### src/rtl/riscv_bus_arbiter.sv
// riscv_bus_arbiter
// Shares the single memory bus between the instruction-fetch port (F stage)
// and the data port (M stage). One transaction is outstanding at a time.
// Data requests win arbitration, except when a fetch has already lost
// MAX_IWAIT times, in which case the fetch is forced through. Every bus
// transaction carries a timeout; an expired transaction completes with
// o_bus_err. Stall outputs feed the hazard unit (M side) and the fetch
// stall (F side).
// MAX_IWAIT and TIMEOUT must both be at least 1.
module riscv_bus_arbiter #(
  parameter int ADDR_W    = 32,
  parameter int DATA_W    = 32,
  parameter int MAX_IWAIT = 4,
  parameter int TIMEOUT   = 255
) (
  input  logic                  clk,
  input  logic                  rst,
  // fetch port
  input  logic                  i_ireq,
  input  logic [ADDR_W-1:0]     i_iaddr,
  input  logic                  i_iflush,
  output logic                  o_ivalid,
  output logic [DATA_W-1:0]     o_irdata,
  output logic                  o_istall,
  // data port
  input  logic                  i_dreq,
  input  logic                  i_dwe,
  input  logic [ADDR_W-1:0]     i_daddr,
  input  logic [DATA_W-1:0]     i_dwdata,
  input  logic [DATA_W/8-1:0]   i_dbe,
  output logic                  o_dvalid,
  output logic [DATA_W-1:0]     o_drdata,
  output logic                  o_bus_stallM,
  output logic                  o_bus_err,
  // memory bus
  output logic                  o_mreq,
  output logic                  o_mwe,
  output logic [ADDR_W-1:0]     o_maddr,
  output logic [DATA_W-1:0]     o_mwdata,
  output logic [DATA_W/8-1:0]   o_mbe,
  input  logic                  i_mack,
  input  logic [DATA_W-1:0]     i_mrdata
);

  localparam int BE_W   = DATA_W / 8;
  localparam int WAIT_W = $clog2(MAX_IWAIT + 1);
  localparam int TMO_W  = $clog2(TIMEOUT + 1);

  localparam logic [WAIT_W-1:0] WAIT_MAX = WAIT_W'(MAX_IWAIT);
  localparam logic [WAIT_W-1:0] WAIT_ONE = WAIT_W'(1);
  localparam logic [TMO_W-1:0]  TMO_LAST = TMO_W'(TIMEOUT - 1);
  localparam logic [TMO_W-1:0]  TMO_ONE  = TMO_W'(1);

  typedef enum logic [1:0] {
    ST_IDLE = 2'd0,
    ST_IBUS = 2'd1,
    ST_DBUS = 2'd2
  } state_t;

  state_t              state_r;
  logic [WAIT_W-1:0]   wait_cnt_r;
  logic [TMO_W-1:0]    tmo_cnt_r;
  logic                cancel_r;

  logic                ireq_m_s;
  logic                dreq_m_s;
  logic                grant_i_s;
  logic                grant_d_s;
  logic                tmo_hit_s;
  logic                deliver_i_s;

  // A request is masked in the cycle its own valid pulse is out, so the
  // still-asserted request of a just-completed transaction is not re-issued.
  assign ireq_m_s = i_ireq & ~o_ivalid;
  assign dreq_m_s = i_dreq & ~o_dvalid;

  // Stalls drop exactly in the valid-pulse cycle.
  assign o_istall     = i_ireq & ~o_ivalid;
  assign o_bus_stallM = i_dreq & ~o_dvalid;

  assign tmo_hit_s = (tmo_cnt_r == TMO_LAST);

  // A fetch result is delivered only if no flush has been seen during it,
  // including a flush arriving in the completion cycle itself.
  assign deliver_i_s = ~(cancel_r | i_iflush);

  // Fixed data priority with a starvation guard for the fetch port.
  always_comb begin
    grant_i_s = 1'b0;
    grant_d_s = 1'b0;
    if (ireq_m_s && (!dreq_m_s || (wait_cnt_r >= WAIT_MAX))) begin
      grant_i_s = 1'b1;
    end else if (dreq_m_s) begin
      grant_d_s = 1'b1;
    end else begin
      grant_i_s = 1'b0;
      grant_d_s = 1'b0;
    end
  end

  // Arbiter FSM: issues the registered bus command and produces the
  // completion pulses, timeout error and fetch-cancel bookkeeping.
  always_ff @(posedge clk) begin
    if (rst) begin
      state_r    <= ST_IDLE;
      wait_cnt_r <= {WAIT_W{1'b0}};
      tmo_cnt_r  <= {TMO_W{1'b0}};
      cancel_r   <= 1'b0;
      o_mreq     <= 1'b0;
      o_mwe      <= 1'b0;
      o_maddr    <= {ADDR_W{1'b0}};
      o_mwdata   <= {DATA_W{1'b0}};
      o_mbe      <= {BE_W{1'b0}};
      o_ivalid   <= 1'b0;
      o_dvalid   <= 1'b0;
      o_bus_err  <= 1'b0;
      o_irdata   <= {DATA_W{1'b0}};
      o_drdata   <= {DATA_W{1'b0}};
    end else begin
      // completion signals are single-cycle pulses
      o_ivalid  <= 1'b0;
      o_dvalid  <= 1'b0;
      o_bus_err <= 1'b0;

      case (state_r)
        ST_IDLE: begin
          tmo_cnt_r <= {TMO_W{1'b0}};
          cancel_r  <= 1'b0;
          if (grant_i_s) begin
            state_r    <= ST_IBUS;
            o_mreq     <= 1'b1;
            o_mwe      <= 1'b0;
            o_maddr    <= i_iaddr;
            o_mwdata   <= {DATA_W{1'b0}};
            o_mbe      <= {BE_W{1'b1}};
            wait_cnt_r <= {WAIT_W{1'b0}};
          end else if (grant_d_s) begin
            state_r  <= ST_DBUS;
            o_mreq   <= 1'b1;
            o_mwe    <= i_dwe;
            o_maddr  <= i_daddr;
            o_mwdata <= i_dwdata;
            o_mbe    <= i_dbe;
            // the fetch lost this round; count it, saturating
            if (ireq_m_s && (wait_cnt_r < WAIT_MAX)) begin
              wait_cnt_r <= wait_cnt_r + WAIT_ONE;
            end else begin
              wait_cnt_r <= wait_cnt_r;
            end
          end else begin
            state_r <= ST_IDLE;
            o_mreq  <= 1'b0;
          end
        end

        ST_IBUS: begin
          if (i_iflush) begin
            cancel_r <= 1'b1;
          end else begin
            cancel_r <= cancel_r;
          end
          if (i_mack) begin
            // ack wins over a coincident timeout
            o_irdata  <= i_mrdata;
            o_ivalid  <= deliver_i_s;
            state_r   <= ST_IDLE;
            o_mreq    <= 1'b0;
            tmo_cnt_r <= {TMO_W{1'b0}};
            cancel_r  <= 1'b0;
          end else if (tmo_hit_s) begin
            // abort: read data left unchanged
            o_ivalid  <= deliver_i_s;
            o_bus_err <= deliver_i_s;
            state_r   <= ST_IDLE;
            o_mreq    <= 1'b0;
            tmo_cnt_r <= {TMO_W{1'b0}};
            cancel_r  <= 1'b0;
          end else begin
            tmo_cnt_r <= tmo_cnt_r + TMO_ONE;
          end
        end

        ST_DBUS: begin
          if (i_mack) begin
            o_drdata  <= i_mrdata;
            o_dvalid  <= 1'b1;
            state_r   <= ST_IDLE;
            o_mreq    <= 1'b0;
            tmo_cnt_r <= {TMO_W{1'b0}};
          end else if (tmo_hit_s) begin
            o_dvalid  <= 1'b1;
            o_bus_err <= 1'b1;
            state_r   <= ST_IDLE;
            o_mreq    <= 1'b0;
            tmo_cnt_r <= {TMO_W{1'b0}};
          end else begin
            tmo_cnt_r <= tmo_cnt_r + TMO_ONE;
          end
        end

        default: begin
          state_r   <= ST_IDLE;
          o_mreq    <= 1'b0;
          tmo_cnt_r <= {TMO_W{1'b0}};
          cancel_r  <= 1'b0;
        end
      endcase
    end
  end

endmodule

### config.mk
export PLATFORM = sky130hd
export DESIGN_NAME = riscv_bus_arbiter
export DESIGN_NICKNAME = d
export VERILOG_FILES = /design/src/rtl/riscv_bus_arbiter.sv
export SDC_FILE = /design/constraint.sdc
export NUM_CORES = 1
export LEC_CHECK = 0
export CAP_MARGIN = 20
export CORE_MARGIN = 3
export CORE_UTILIZATION = 35
export DETAILED_ROUTE_END_ITERATION = 7
export PLACE_DENSITY = 0.68
export SKIP_LAST_GASP = 1
export SYNTH_ARGS = -nofsm -noshare
export SYNTH_HDL_FRONTEND = slang
export SYNTH_SLANG_ARGS = --single-unit
### constraint.sdc
create_clock -name clk -period 2.1 [get_ports clk]
set_input_delay 0.42 -clock clk [delete_from_list [all_inputs] [get_ports clk]]
set_output_delay 0.42 -clock clk [all_outputs]
set_load 0.01 [all_outputs]
==> run metrics, run 1 <==
# IOs 278; clk buf depth 2; Crit. End Element primary output; final hold slack roughly 0.25 ns; First-pass DRT Iterations 5; Worst EP required ~1.7 ns; fin area 0.00945 mm2; Clock power frac around 43%; DRT iter0 DRCs 239; top-area cell type share of the netlist area a little over half; IO buf count approximately 280; slowest CP cell clkdlybuf4s50_1; Post-Synthesis Cells between 600 and 700; DRC 0; multiplexer share of the synthesized area 0.520%; die width about 130 um; Mapped Area slightly below 0.006 mm2; post-synthesis register bit count ~150; WP data arrival 1.40 ns; slew margin rel. 59.5%; outcome completed; Vias roughly 5600; CTS Buf Count 17; FF-to-FF End o_maddr[4]; DP HPWL 12700 um; Max Clk Rate between 500 and 600 MHz; Finish-stage setup viols 0; # rows between 40 and 50; Largest stage delay, worst path between 0.4 and 0.5 ns; simple-gate portion of the synthesized area ~20%; Total Wirelength about 18000 um; Period Utilization, post-route between 80% and 90%; clk_skew between 0.007 and 0.008 ns; GRT overflow 0; syn nets ~830; min-delay src rst; measured slew at the worst slew-check pin 0.607 ns; Final Hold Fails 0; Via density 4.79; top-count cell post-synth nand2_1; final estimated routing congestion in global placement around 0.78; worst reg2reg setup slack 0.49 ns; hold path endpoint cancel_r; leakage power roughly 0.0035 uW; root buf cell clkbuf_16; clock transition at the registers of the reported paths about 0.06 ns; power per cell area 837 mW/mm2; Design Power around 8000 uW; Compound-Gate Fraction of Synth Area a little over 20%; Synth Area per Inst around 8.5 um2; Ys Warns 0; CTS Hold Bufs 0; final-stage net count roughly 1100; Final Util around 59%; vias in the first global route 5403; worst r2r path cells 6; pin count of the biggest net entering global routing ~90; GRT Resource Usage Total roughly a fifth; RR Startpoint o_dvalid; sequential cell area fraction in the yosys report 52.4%; Post-CTS Repair Setup Buffers 0; RSZ-0062 raised after global routing no; filler cell count in the final layout ~1500; Critical Path Source Type input pin; largest family of logic cells by synthesized area compound AO/OA/AOI/OAI gates; Slew Viols, Final 0; clk sinks between 150 and 200; CP max FO 2; Final Non-Filler Cells about 1200; Max Cap Viol 0; maximum vdd ir drop 0.000534 V; top cells by area, synth dfxtp_1 (52%), nand2_1 (11%), a21oi_1 (7.3%); first-pass GRT wire length between 20000 and 30000 um; Yosys top cell by area dfxtp_1; Initial Util between 30 and 40%; Setup CP Type input pin to primary output; sequential fraction of design power roughly two fifths; layout cells sized above 1 under 10%; CTS tree yes; antenna violations before repair 1; clk_lat worst skew approximately 0.41 ns; Post-synth EDFFs 0; Post-DP Area a little under 0.009 mm2; dpl cells about 1100; number of inserted diodes 0; Hold Path Depth 2; DIE HEIGHT 134 um; Pint between 6000 and 7000 uW; Yosys cell types 39; xor-xnor portion of the synthesized cell area less than 1%; switching part of the total power about a quarter; die area approximately 0.018 mm2; ys async rst share 0%; synth cell count leaders nand2_1 (169), dfxtp_1 (151), a21oi_1 (84), nor2_1 (82), a22oi_1 (33); critical path cell sequence clkdlybuf4s50_1 -> nor2b_1 -> dlygate4sd2_1; wire length per cell ~16 um; HP Class input pin to register; core area between 0.015 and 0.02 mm2; Psw roughly 1800 uW; logic gate share of total power 17.4%; Top FF cell, synth dfxtp_1; post-layout min period 1.82 ns; Max H-tree Level 4; Area growth syn-to-layout 63.6%; ANT nets after route 0; post-synthesis adder-cell area fraction under 10%
==> worst max-delay path, delay by kind of cell <==
family	cells	cell delay [ns]
buffers and inverters	2	0.81
AND/OR/NAND/NOR	1	0.17
==> stage by stage <==
step	setup WS, ns	TNS, ns
after floorplan	0.561	0
after global placement	-0.0586	-1.08
after detailed placement	-0.178	-2.21
after CTS	0.00740	0
after global routing	0.156	0
final	0.277	0
==> logic make-up after synthesis <==
logic type | Yosys count
fa+ha+maj | 6
flops | 151
compound gates | 178
mux | 3
xor+xnor | 5
simple gates | 281
buf+inv | 57
==> per-layer routing <==
metal / up-vias / wire length (um) / track usage, %
met2: 172 / 8700 / 32.7
li1: 2809 / - / -
met3: 40 / 1120 / 5.66
met1: 2566 / 7910 / 24.4
met4: 2 / 503 / 7.81
met5: - / 13 / 0
==> repair_timing <==
item | CTS | global route
gates cloned | 0 | 0
resized for setup | 1 | 1
setup endpoints to repair | 1 | 1
==> layout make-up <==
class	instances	area, um2	share of cell area (%)
repair buffers	293	3020	31.9
clock inverters	7	164	1.74
clock buffers	24	502	5.31
multi-input cells	473	2460	26.0
flip-flops and latches	151	3020	32.0
inverters	4	15.0	0.159
well taps	216	270	2.86
==> cells in the final DEF, fill, tap and decap left out, drive strengths merged, types with 2 or more instances in the layout <==
cell type      instances
a22oi                 33
clkdlybuf4s50        274
nand2                169
clkinv                 2
and2                   3
clkbuf                24
o21a                   2
buf                   17
nand4                  2
a211oi                32
o22ai                  4
nand3                  5
nand2b                 3
xnor2                  2
inv                    4
nor2b                  2
nand3b                 2
mux2i                  3
and3                   2
ha                     6
or3                    2
nor3                   4
bufinv                 5
dfxtp                151
a21oi                102
xor2                   3
nor2                  82
o21ai                  3
==> state kept, by name, summed over array words and instances (netlist names) <==
name        count
wait_cnt_r      3
tmo_cnt_r       8
state_r         2
o_mwdata       32
o_mreq          1
o_mwe           1
o_irdata       32
o_drdata       32
cancel_r        1
o_bus_err       1
o_ivalid        1
o_mbe           4
o_maddr        32
o_dvalid        1
==> power groups by stage <==
stage / Sequential, uW / Clock, uW / Combinational [uW]
after floorplan: 3260 / 0 / 538
after global placement: 3180 / 0 / 1370
after detailed placement: 3190 / 0 / 1380
after CTS: 3130 / 3480 / 1380
after global routing: 3140 / 3620 / 1490
final: 3120 / 3410 / 1370
==> how the worst max path moves through the flow <==
stage	end	startpoint	slack, ns
after floorplan	o_maddr[15]	i_dreq	0.56
after global placement	o_maddr[2]	i_ireq	-0.06
after detailed placement	o_maddr[4]	i_ireq	-0.18
after CTS	o_bus_stallM	i_dreq	0.007
after global routing	o_maddr[4]	i_ireq	0.16
final	o_istall	i_ireq	0.28
Note: power is estimated with default switching activity, not from simulation.
==> run 2: changes to the inputs <==
CTS_CLUSTER_DIAMETER = 60   (was default)
GPL_TIMING_DRIVEN = 0   (was default)
SETUP_SLACK_MARGIN = 0.05   (was default)
==> run 2 against run 1 <==
Clock skew up 0.00075 ns; combinational power about the same; sequential share of layout area down 0.072 points; total power about the same; flip-flop and latch count unchanged; non-clock buffer count up 36; routed wire length up 4.8%; worst setup slack worse by 0.13 ns; largest cell class is now buffers.
==> run metrics, run 2 (same netlist as run 1, synthesis figures left out) <==
outcome completed (unchanged); # rows 46 (unchanged); die width 134 um (unchanged); Total Wirelength 19100 um (was 18200 um); RR Startpoint state_r[0] (was o_dvalid); Hold Path Depth 2 (unchanged); ANT nets after route 0 (unchanged); WP data arrival 1.53 ns (was 1.40 ns); Largest stage delay, worst path 0.50 ns (was 0.47 ns); Final Hold Fails 0 (unchanged); layout cells sized above 1 8.09% (was 7.56%); critical path cell sequence clkdlybuf4s50_1 -> nor2b_1 -> buf_4 -> dlygate4sd2_1 (was clkdlybuf4s50_1 -> nor2b_1 -> dlygate4sd2_1); dpl cells 1173 (was 1137); commonest cells after routing, fill and taps aside clkdlybuf4s50_1 (274), nand2_1 (169), dfxtp_1 (151), a21oi_1 (84), nor2_1 (82) (unchanged); power per cell area 835 mW/mm2 (was 837 mW/mm2); Final Util 59.2% (was 59.0%); First-pass DRT Iterations 4 (was 5); die area 0.0181 mm2 (unchanged); worst r2r path cells 7 (was 6); root buf cell clkbuf_16 (unchanged); Slew Viols, Final 0 (unchanged); post-layout min period 1.95 ns (was 1.82 ns); GRT Resource Usage Total 20.6% (was 19.8%); RSZ-0062 raised after global routing no (unchanged); Post-CTS Repair Setup Buffers 0 (unchanged); Max Cap Viol 0 (unchanged); clk_skew 0.00862 ns (was 0.00787 ns); CTS Buf Count 17 (unchanged); core area 0.0160 mm2 (unchanged); Crit. End Element primary output (unchanged); most common cell after layout, fill and taps aside clkdlybuf4s50_1 (unchanged); CTS Hold Bufs 0 (unchanged); number of inserted diodes 0 (unchanged); filler cell count in the final layout 1511 (was 1503); final-stage net count 1121 (was 1085); met3 usage 5.51% (was 5.66%); Period Utilization, post-route 92.8% (was 86.8%); measured slew at the worst slew-check pin 0.600 ns (was 0.607 ns); gr busiest metal met2 (unchanged); Post-DP Area 0.00881 mm2 (was 0.00878 mm2); FF-to-FF End o_drdata[28] (was o_maddr[4]); clk sinks 151 (unchanged); CP Launch Point i_ireq (unchanged); min-delay src o_drdata[6] (was rst); DRT iter0 DRCs 285 (was 239); pin count of the biggest net entering global routing 17 (was 89); Setup CP Type input pin to primary output (unchanged); Finish-stage setup viols 0 (unchanged); hold path endpoint o_drdata[6] (was cancel_r); final hold slack 0.452 ns (was 0.252 ns); Initial Util 36.1% (unchanged); slew margin rel. 60.0% (was 59.5%); maximum vdd ir drop 0.000590 V (was 0.000534 V); Final Non-Filler Cells 1205 (was 1168); M1 GR Usage 25.0% (was 24.4%); clk buf depth 2 (unchanged); DP HPWL 14400 um (was 12700 um); CTS tree yes (unchanged); met2 Track Usage GR 34.9% (was 32.7%); CP max FO 7 (was 2); DIE HEIGHT 134 um (unchanged); Via density 4.76 (was 4.79); Worst EP required 1.68 ns (about the same); wire length per cell 15.9 um (was 15.6 um); vias in the first global route 5676 (was 5403); worst reg2reg setup slack 0.31 ns (was 0.49 ns); # IOs 278 (unchanged); IO buf count 276 (was 277); slowest CP cell clkdlybuf4s50_1 (unchanged); first-pass GRT wire length 29700 um (was 28700 um); GRT overflow 0 (unchanged); clk_lat worst skew 0.42 ns (was 0.41 ns); Area growth syn-to-layout 64.0% (was 63.6%); leakage power 0.00349 uW (was 0.00348 uW); Max H-tree Level 4 (unchanged); final estimated routing congestion in global placement 0.790 (was 0.784); Vias 5740 (was 5589); antenna violations before repair 0 (was 1); post-CTS resize count 2 (was 1); Critical Path Source Type input pin (unchanged); HP Class register to register (was input pin to register); fin area 0.00947 mm2 (was 0.00945 mm2); Max Clk Rate 513 MHz (was 549 MHz); setup total negative slack 0 ns (unchanged); DRC 0 (unchanged); clock transition at the registers of the reported paths 0.06 ns (about the same)
run 2: cell count changes in the layout (fill, tap and decap cells not counted), sizes merged:
cell	before	now
dlygate4sd2	1	2
buf	17	24
clkbuf	24	50
inv	4	5
dlymetal6s2s	1	0
clkinvlp	0	1
clkinv	2	4
run 2: power by group:
part,internal (uW),switching (uW),total [uW]
clock network,2210,1200,3410
registers,3040,86.1,3120
logic,741,634,1380
total,5990,1920,7910
run 2: cell type report:
| type | count | area (um2) | share of cell area, % |
|---|---|---|---|
| timing repair buffer | 276 | 2760 | 29.2 |
| clock buffer | 21 | 470 | 4.97 |
| sequential | 151 | 3020 | 31.9 |
| buffer | 53 | 287 | 3.03 |
| multi-input combinational | 473 | 2450 | 25.9 |
| clock inverter | 11 | 194 | 2.05 |
| tap | 216 | 270 | 2.85 |
| inverter | 4 | 15.0 | 0.159 |
run 2: how the worst max path moves through the flow:
stage              endpoint  slack (ns)  cells past startpoint
2_1_floorplan   o_maddr[15]        0.56                      6
3_3_place_gp       o_istall        -0.1                      4
3_5_place_dp       o_istall       -0.12                      4
4_1_cts            o_istall        0.14                      4
5_1_grt        o_drdata[30]        0.08                      7
6_report           o_istall        0.15                      4
run 2: worst max-delay path, delay by kind of cell:
kind / cells / cell delay, ns
simple gates: 1 / 0.14
buf+inv: 3 / 0.97
run 2: layer usage:
metal  up-vias  part of all wire [%]
met5         -                     0
met4         0                   2.3
met3        31                   5.6
met2       175                    49
met1      2651                    44
li1       2883                     -
run 2: through the flow:
step	worst slack, ns	power [uW]
final	0.152	7910
after global routing	0.0849	8240
after CTS	0.145	7990
after detailed placement	-0.119	4570
after global placement	-0.0992	4560
after floorplan	0.561	3800
